==> src/rtl/dinter_alu_pkg.sv <==
// Shared widths, opcode encoding and flag bundle for the dinter_alu datapath.
package dinter_alu_pkg;

    localparam int N_DEF = 8;
    localparam int M_DEF = 16;

    typedef enum logic [2:0] {
        OP_ADD = 3'd0,
        OP_SUB = 3'd1,
        OP_MUL = 3'd2,
        OP_AND = 3'd3,
        OP_OR  = 3'd4,
        OP_XOR = 3'd5,
        OP_SHL = 3'd6,
        OP_SHR = 3'd7
    } alu_op_e;

    typedef struct packed {
        logic zero;
        logic carry;
        logic overflow;
    } alu_flags_t;

endpackage

==> src/rtl/dinter_alu_if.sv <==
// Operand/result bundle between a controller (master) and the ALU (slave).
interface dinter_alu_if #(
    parameter int N = 8,
    parameter int M = 16
);
    logic         in_valid;
    logic [N-1:0] a;
    logic [N-1:0] b;
    logic [2:0]   sel;
    logic [M-1:0] out;
    logic         out_valid;
    logic         zero;
    logic         carry;
    logic         overflow;

    modport master (
        output in_valid, a, b, sel,
        input  out, out_valid, zero, carry, overflow
    );

    modport slave (
        input  in_valid, a, b, sel,
        output out, out_valid, zero, carry, overflow
    );
endinterface

==> src/rtl/dinter_alu_core.sv <==
// Purely combinational 8-operation ALU: M-bit zero-extended result plus flags.
module dinter_alu_core
    import dinter_alu_pkg::*;
#(
    parameter int N = N_DEF,
    parameter int M = M_DEF
) (
    input  logic [N-1:0] a_i,
    input  logic [N-1:0] b_i,
    input  logic [2:0]   sel_i,
    output logic [M-1:0] result_o,
    output alu_flags_t   flags_o
);

    logic [N:0]   sum;
    logic [M-1:0] a_ext;
    logic [M-1:0] b_ext;
    logic [M-1:0] diff;
    logic [31:0]  shamt;

    assign a_ext = M'(a_i);
    assign b_ext = M'(b_i);
    assign sum   = {1'b0, a_i} + {1'b0, b_i};
    assign diff  = a_ext - b_ext;
    assign shamt = 32'(b_i);

    always_comb begin
        // ADD is the baseline so any unlisted code behaves as ADD.
        result_o         = M'(sum);
        flags_o.carry    = sum[N];
        flags_o.overflow = (a_i[N-1] == b_i[N-1]) && (sum[N-1] != a_i[N-1]);
        case (alu_op_e'(sel_i))
            OP_SUB: begin
                result_o         = diff;
                flags_o.carry    = (a_i < b_i);
                flags_o.overflow = (a_i[N-1] != b_i[N-1]) && (diff[N-1] != a_i[N-1]);
            end
            OP_MUL: begin
                result_o         = a_ext * b_ext;
                flags_o.carry    = 1'b0;
                flags_o.overflow = 1'b0;
            end
            OP_AND, OP_OR, OP_XOR: begin
                result_o = (sel_i == OP_AND) ? M'(a_i & b_i) :
                           (sel_i == OP_OR)  ? M'(a_i | b_i) : M'(a_i ^ b_i);
                flags_o.carry    = 1'b0;
                flags_o.overflow = 1'b0;
            end
            OP_SHL: begin
                result_o = a_ext << shamt;
                // Bits of a that land at or above bit M are the ones lost.
                if (shamt >= 32'(M)) flags_o.carry = |a_i;
                else                 flags_o.carry = |(a_ext >> (32'(M) - shamt));
                flags_o.overflow = 1'b0;
            end
            OP_SHR: begin
                result_o         = M'(a_i >> shamt);
                flags_o.carry    = 1'b0;
                flags_o.overflow = 1'b0;
            end
            default: ;
        endcase
        flags_o.zero = (result_o == '0);
    end

endmodule

==> src/rtl/dinter_alu.sv <==
// Registered ALU wrapper: one-cycle latency, results and flags hold while idle.
module dinter_alu
    import dinter_alu_pkg::*;
#(
    parameter int N = N_DEF,
    parameter int M = M_DEF
) (
    input  logic         clk,
    input  logic         rst,
    dinter_alu_if.slave  bus
);

    if (M < 2 * N) begin : g_bad_width
        $error("dinter_alu: M must be at least 2*N");
    end
    if (N < 2) begin : g_bad_n
        $error("dinter_alu: N must be at least 2");
    end

    logic [M-1:0] core_result;
    alu_flags_t   core_flags;

    logic [M-1:0] out_q,   out_d;
    alu_flags_t   flags_q, flags_d;
    logic         valid_q, valid_d;

    dinter_alu_core #(.N(N), .M(M)) u_core (
        .a_i      (bus.a),
        .b_i      (bus.b),
        .sel_i    (bus.sel),
        .result_o (core_result),
        .flags_o  (core_flags)
    );

    always_comb begin
        valid_d = bus.in_valid;
        out_d   = bus.in_valid ? core_result : out_q;
        flags_d = bus.in_valid ? core_flags  : flags_q;
    end

    always_ff @(posedge clk or posedge rst) begin
        if (rst) begin
            out_q   <= '0;
            flags_q <= '0;
            valid_q <= 1'b0;
        end else begin
            out_q   <= out_d;
            flags_q <= flags_d;
            valid_q <= valid_d;
        end
    end

    assign bus.out       = out_q;
    assign bus.out_valid = valid_q;
    assign bus.zero      = flags_q.zero;
    assign bus.carry     = flags_q.carry;
    assign bus.overflow  = flags_q.overflow;

endmodule

==> src/flat_wrapper.sv <==
// flat-port wrapper written by rule: the top's interface ports become plain ports
module dinter_alu_flat import dinter_alu_pkg::*;
#(
    parameter int N = N_DEF,
    parameter int M = M_DEF
)
  (clk, rst, bus_in_valid, bus_a, bus_b, bus_sel, bus_out, bus_out_valid, bus_zero, bus_carry, bus_overflow);
  dinter_alu_if #(.N(N), .M(M)) bus_i ();
  input  logic clk;
  input  logic rst;
  input wire logic [$bits(bus_i.in_valid)-1:0] bus_in_valid;
  input wire logic [$bits(bus_i.a)-1:0] bus_a;
  input wire logic [$bits(bus_i.b)-1:0] bus_b;
  input wire logic [$bits(bus_i.sel)-1:0] bus_sel;
  output wire logic [$bits(bus_i.out)-1:0] bus_out;
  output wire logic [$bits(bus_i.out_valid)-1:0] bus_out_valid;
  output wire logic [$bits(bus_i.zero)-1:0] bus_zero;
  output wire logic [$bits(bus_i.carry)-1:0] bus_carry;
  output wire logic [$bits(bus_i.overflow)-1:0] bus_overflow;
  assign bus_i.in_valid = bus_in_valid;
  assign bus_i.a = bus_a;
  assign bus_i.b = bus_b;
  assign bus_i.sel = bus_sel;
  assign bus_out = bus_i.out;
  assign bus_out_valid = bus_i.out_valid;
  assign bus_zero = bus_i.zero;
  assign bus_carry = bus_i.carry;
  assign bus_overflow = bus_i.overflow;
  dinter_alu #(.N(N), .M(M)) u_core (.clk(clk), .rst(rst), .bus(bus_i));
endmodule
==> config.mk <==
export PLATFORM = sky130hd
export DESIGN_NAME = dinter_alu_flat
export DESIGN_NICKNAME = d
export VERILOG_FILES = /design/src/rtl/dinter_alu_pkg.sv /design/src/rtl/dinter_alu_if.sv /design/src/rtl/dinter_alu_core.sv /design/src/rtl/dinter_alu.sv /design/src/flat_wrapper.sv
export SDC_FILE = /design/constraint.sdc
export NUM_CORES = 1
export LEC_CHECK = 0
export CAP_MARGIN = 25
export CORE_MARGIN = 1
export CORE_UTILIZATION = 55
export DETAILED_ROUTE_END_ITERATION = 10
export GPL_ROUTABILITY_DRIVEN = 0
export PLACE_DENSITY = 0.76
export SYNTH_ARGS = -nofsm -noshare
export SYNTH_HDL_FRONTEND = slang
export SYNTH_SLANG_ARGS = --single-unit
==> constraint.sdc <==
create_clock -name clk -period 1.3 [get_ports clk]
set_input_delay 0.26 -clock clk [delete_from_list [all_inputs] [get_ports clk]]
set_output_delay 0.26 -clock clk [all_outputs]
set_load 0.1 [all_outputs]
==> results of run 1 <==
repair_timing:
item	CTS
resized for setup	265
pin swaps	73
buffers inserted	49
cloned	2
endpoints found under the setup margin	19
layer usage:
metal / overflow / global-route usage [%]
met5: 2 / 34.1
met4: 231 / 117
met3: 11 / 77.1
met2: 641 / 132
met1: 9 / 92.1
cells by family after synthesis:
| family | after synthesis | share of synthesized area [%] |
|---|---|---|
| buffers and inverters | 113 | 9.76 |
| AOI/OAI and AO/OA | 158 | 21.5 |
| adders and majority gates | 99 | 30.5 |
| muxes | 27 | 6.42 |
| xor gates and xnor gates | 13 | 2.28 |
| and+or+nand+nor | 210 | 19.4 |
| DFF | 20 | 10.0 |
stage by stage:
stage | setup TNS, ns | utilization [%]
CTS | -41.62 | 94.1
detailed placement | -58.99 | 80.9
global placement | -57.18 | 80.9
floorplan | -38.80 | -
==> results.yml, run 1 <==
run_status:
  run_status: "did not finish"
  haltStage: "global routing (5_1_grt)"
  stop_error: "[ERROR GRT-0232] Routing congestion too high. Check the congestion heatmap in the GUI."
synthesis:
  synth.distinct_cells: 76
  synth.largest_area_cell: "sky130_fd_sc_hd__ha_1"
  synth.most_common_cell: "sky130_fd_sc_hd__nor2_1"
  netlist_top_cells_count: "sky130_fd_sc_hd__nor2_1, sky130_fd_sc_hd__inv_1, sky130_fd_sc_hd__ha_1, sky130_fd_sc_hd__nand2_1, sky130_fd_sc_hd__a21oi_1"
  async_flop_share_pct: 100
  synthesis.yosys.warnings: 0
  mappedNetlistArea_mm2: 0.00499
  postSynthNetCount: 761
  ys.flop_type: "sky130_fd_sc_hd__dfrtp_1"
  number_of_flops_mapped_to_enable_cells_by_yosys: 0
  synth_seq_area_share_pct: 10.0
  synth-seq-cells: 20
  netlist.area_leader.share_pct: 15.3
  syn-mean-instance-area_um2: 7.79
  netlist_top_cells_area: "sky130_fd_sc_hd__ha_1, sky130_fd_sc_hd__fa_1, sky130_fd_sc_hd__dfrtp_1"
  post_synth_inst_count: 640
timing:
  grt-worst-endpoint: "u_core.bus.zero$_DFFE_PP0P_/D"
  timing.repair.worst_endpoint_type: "register input"
place:
  numPlacedInstances: 928
  hpwlAfterDp_mm: 15.0
  place_area_mm2: 0.00709
  placement.setup.worst_slack_ns: -4.03
  placement.io_buffers: 41
floorplanning:
  io_pins: 42
  initial_utilization_pct: 56.9
  dieHeight_um: 97.2
  die_w_um: 97.2
  floorplan.rows: 34
clocking:
  clock_tree.htree_level_count: 1
  cts-hold-fix-buffers: 0
  clockRootBuffer: "sky130_fd_sc_hd__clkbuf_8"
  cts_buf_count: 3
  clock_path_buffers: 2
  clock-sinks: 20
global_route:
  grt_max_degree: 30
  grt_remaining_overflow: 894
  global_routing_usage_summed_across_all_routing_layers_pct: 102
==> inputs of run 2 (changes only) <==
--- a/config.mk
+++ b/config.mk
@@ -7,10 +7,10 @@
 export LEC_CHECK = 0
 export CAP_MARGIN = 25
 export CORE_MARGIN = 1
-export CORE_UTILIZATION = 55
+export CORE_UTILIZATION = 40
 export DETAILED_ROUTE_END_ITERATION = 10
 export GPL_ROUTABILITY_DRIVEN = 0
-export PLACE_DENSITY = 0.76
+export PLACE_DENSITY_LB_ADDON = 0.15
 export SYNTH_ARGS = -nofsm -noshare
 export SYNTH_HDL_FRONTEND = slang
 export SYNTH_SLANG_ARGS = --single-unit
==> run 2 against run 1 <==
  * The flow now finishes, with violations (negative setup slack)
  * Synthesized cell count unchanged
  * Area after synthesis unchanged
==> results.yml, run 2 <==
place:
  placement.setup.worst_slack_ns: -4.06
  hpwlAfterDp_mm: 15.6
  placement.io_buffers: 41
  place_area_mm2: 0.00728
timing:
  grt_setup_unrepaired: "yes"
  fin_hold_ws_ns: 0.322
  final_critical_path_setup_slack_ns: -3.15
  tightest_slew_ns: 0.653
  final_slew_viol_count: 0
  period_needed_ns: 4.45
  setup_viol: 19
  min_period_over_period_pct: 342
  final_hold_viol_count: 0
  finalClockSkew_ns: 0
  timing.fmax_mhz: 225
  timing.slew.headroom_pct: 56.1
synthesis:
  syn-mean-instance-area_um2: 7.79
  postSynthNetCount: 761
  netlist.area_leader.share_pct: 15.3
  synth.largest_area_cell: "sky130_fd_sc_hd__ha_1"
  synth-seq-cells: 20
  synth_seq_area_share_pct: 10.0
  ys.flop_type: "sky130_fd_sc_hd__dfrtp_1"
  netlist_top_cells_area: "sky130_fd_sc_hd__ha_1, sky130_fd_sc_hd__fa_1, sky130_fd_sc_hd__dfrtp_1"
  synthesis.yosys.warnings: 0
  mappedNetlistArea_mm2: 0.00499
  async_flop_share_pct: 100
  netlist_top_cells_count: "sky130_fd_sc_hd__nor2_1, sky130_fd_sc_hd__inv_1, sky130_fd_sc_hd__ha_1, sky130_fd_sc_hd__nand2_1, sky130_fd_sc_hd__a21oi_1"
  synth.most_common_cell: "sky130_fd_sc_hd__nor2_1"
  number_of_flops_mapped_to_enable_cells_by_yosys: 0
  synth.distinct_cells: 76
  post_synth_inst_count: 640
global_route:
  first_global_vias: 5918
  grt_max_degree: 30
  grt_remaining_overflow: 0
  grt_first_pass_wirelength_mm: 30.6
  global_routing_usage_summed_across_all_routing_layers_pct: 31.0
  number_of_antenna_violations_at_the_first_check_in_global_routing: 0
min_path:
  min-delay-path-class: "in -> async"
finish:
  finish.net_count: 999
  post-route-cell-area_mm2: 0.00856
  fill_cells: 899
  layout-area-overhead-vs-synth_pct: 71.7
  mostFrequentLayoutCell: "sky130_fd_sc_hd__buf_4"
  antenna-diode-count: 0
  final_layout_size_suffix_gt1_share_pct: 50.1
  multi_input_comb_area_mm2: 0.00488
  flip_flop_count_of_the_largest_register_all_copies_and_words_added: 16
  seqCellArea_um2: 500
  final_core_util_pct: 71.0
  final_cell_mix: "sky130_fd_sc_hd__buf_4, sky130_fd_sc_hd__nor2_1, sky130_fd_sc_hd__inv_1, sky130_fd_sc_hd__ha_1, sky130_fd_sc_hd__nand2_1"
floorplanning:
  dieHeight_um: 114
  floorplan.rows: 40
  coreArea_mm2: 0.0121
  die_w_um: 114
  initial_utilization_pct: 41.4
  io_pins: 42
  die_area_mm2: 0.0129
setup_path:
  worstRegToRegCells: 1
  timing.critical_path.arrival_ns: 4.61
  timing.rr.end: "u_core.bus.out[7]"
  worstSetupEndpointType: "register"
  worst-path-max-fanout: 3
  worst_path_required_ns: 1.46
  regToRegSetupSlack_ns: 0.48
  timing_worst_setup_path_type: "in -> reg"
  critPathLaunchType: "input pin"
  crit-reg2reg-launch: "u_core.bus.out[7]"
detailed_routing:
  post-route-drc-count: 0
  first_drt_pass_iteration_count: 5
  drt-vias-per-instance: 5.58
  routed_wire_length_per_instance_um: 19.2
  first_iter_violations: 388
  drt.antenna.violating_nets: 0
  num_vias: 5827
  finalWirelength_mm: 20.0
run_status:
  run_status: "finished, violations left"
  violations: "negative setup slack"
clocking:
  clock_tree.htree_level_count: 1
  clk_pin_slew_ns: 0.05
  clock_path_buffers: 2
  clockRootBuffer: "sky130_fd_sc_hd__clkbuf_16"
  tritoncts: "built"
  cts_buf_count: 3
  clock-sinks: 20
  clk_latency_ns: 0.25
  cts-hold-fix-buffers: 0
pwr:
  p_seq_share_pct: 9.0
  comb_power_share_pct: 84.4
  switching_power_w: 0.00458
  switching_share_pct: 48.2
  cellPowerDensity_mw_per_mm2: 1110
  power.leakage_nw: 3.97
  fin_total_pwr_w: 0.00950
  power.ir.vdd_worst_v: 0.00104
  internal_portion_of_total_power_w: 0.00492
  p_clk_share_pct: 6.6
flow_run:
  max_cap_viol_count: 0
==> run 2: cell counts after synthesis <==
Identical to the previous run, type by type.
==> run 2: critical path: stages <==
cell and delay (ns):
sky130_fd_sc_hd__buf_8 0.10, sky130_fd_sc_hd__buf_6 0.12, sky130_fd_sc_hd__nand2_4 0.05, sky130_fd_sc_hd__fa_1 0.42, sky130_fd_sc_hd__fa_1 0.49, sky130_fd_sc_hd__inv_1 0.05, sky130_fd_sc_hd__fa_1 0.49, sky130_fd_sc_hd__inv_1 0.05
sky130_fd_sc_hd__fa_1 0.49, sky130_fd_sc_hd__inv_2 0.05, sky130_fd_sc_hd__ha_4 0.29, sky130_fd_sc_hd__nand3_4 0.07, sky130_fd_sc_hd__o22ai_4 0.22, sky130_fd_sc_hd__buf_4 0.16, sky130_fd_sc_hd__nor2_4 0.04, sky130_fd_sc_hd__xnor2_2 0.15
sky130_fd_sc_hd__a221oi_2 0.34, sky130_fd_sc_hd__buf_4 0.18, sky130_fd_sc_hd__and4_4 0.22, sky130_fd_sc_hd__nand4b_1 0.12, sky130_fd_sc_hd__o32ai_2 0.26
==> run 2: final cells by class <==
class                   count  area share (%)
well taps                 168            2.45
inverters                  82            4.47
flip-flops and latches     20            5.84
repair buffers            264            29.4
clock buffers               3           0.877
multi-input cells         507            56.9
==> run 2: worst max-delay path by stage <==
stage,startpoint,endpoint,cells after the start
6_report,bus_b[7],u_core.bus.zero,21
5_1_grt,bus_b[7],u_core.bus.zero,20
4_1_cts,bus_b[7],u_core.bus.zero,20
3_5_place_dp,bus_a[3],u_core.bus.zero,19
3_3_place_gp,bus_a[2],u_core.bus.zero,19
2_1_floorplan,bus_b[3],u_core.bus.zero,20
==> run 2: timing repair <==
item / in CTS / in global routing
pin swaps: 71 / 67
setup endpoints to repair: 19 / 19
buffers inserted: 26 / 23
hold endpoints to repair: 0 / 0
resized for setup: 236 / 90
==> run 2: through the flow <==
step                TNS [ns]  cells
finish                -41.93   1044
global route          -44.20   1044
CTS                   -42.85   1029
detailed placement    -58.52   1003
global placement      -57.67   1003
floorplan             -38.80    640
==> run 2: metal layers <==
layer  share of wire [%]  global-route usage, %
met4                 4.6                   14.7
met3                 7.5                   5.79
met2                  48                   52.4
met1                  40                   38.0
met5                   0                      0
==> run 2: power groups by stage <==
stage | logic, W | clock network (W) | registers, W
3_3_place_gp | 0.00636 | 0 | 0.000865
6_report | 0.00802 | 0.000632 | 0.000853
2_1_floorplan | 0.00324 | 0 | 0.00157
3_5_place_dp | 0.00652 | 0 | 0.000863
5_1_grt | 0.00857 | 0.000666 | 0.000867
4_1_cts | 0.00745 | 0.000635 | 0.000857
==> run 2: kinds of logic after synthesis <==
group / synth area share (%)
simple gates: 19.4
flops: 10.0
buf+inv: 9.76
compound gates: 21.5
fa+ha+maj: 30.5
mux: 6.42
xor+xnor: 2.28
(Power assumes the default switching activity.)
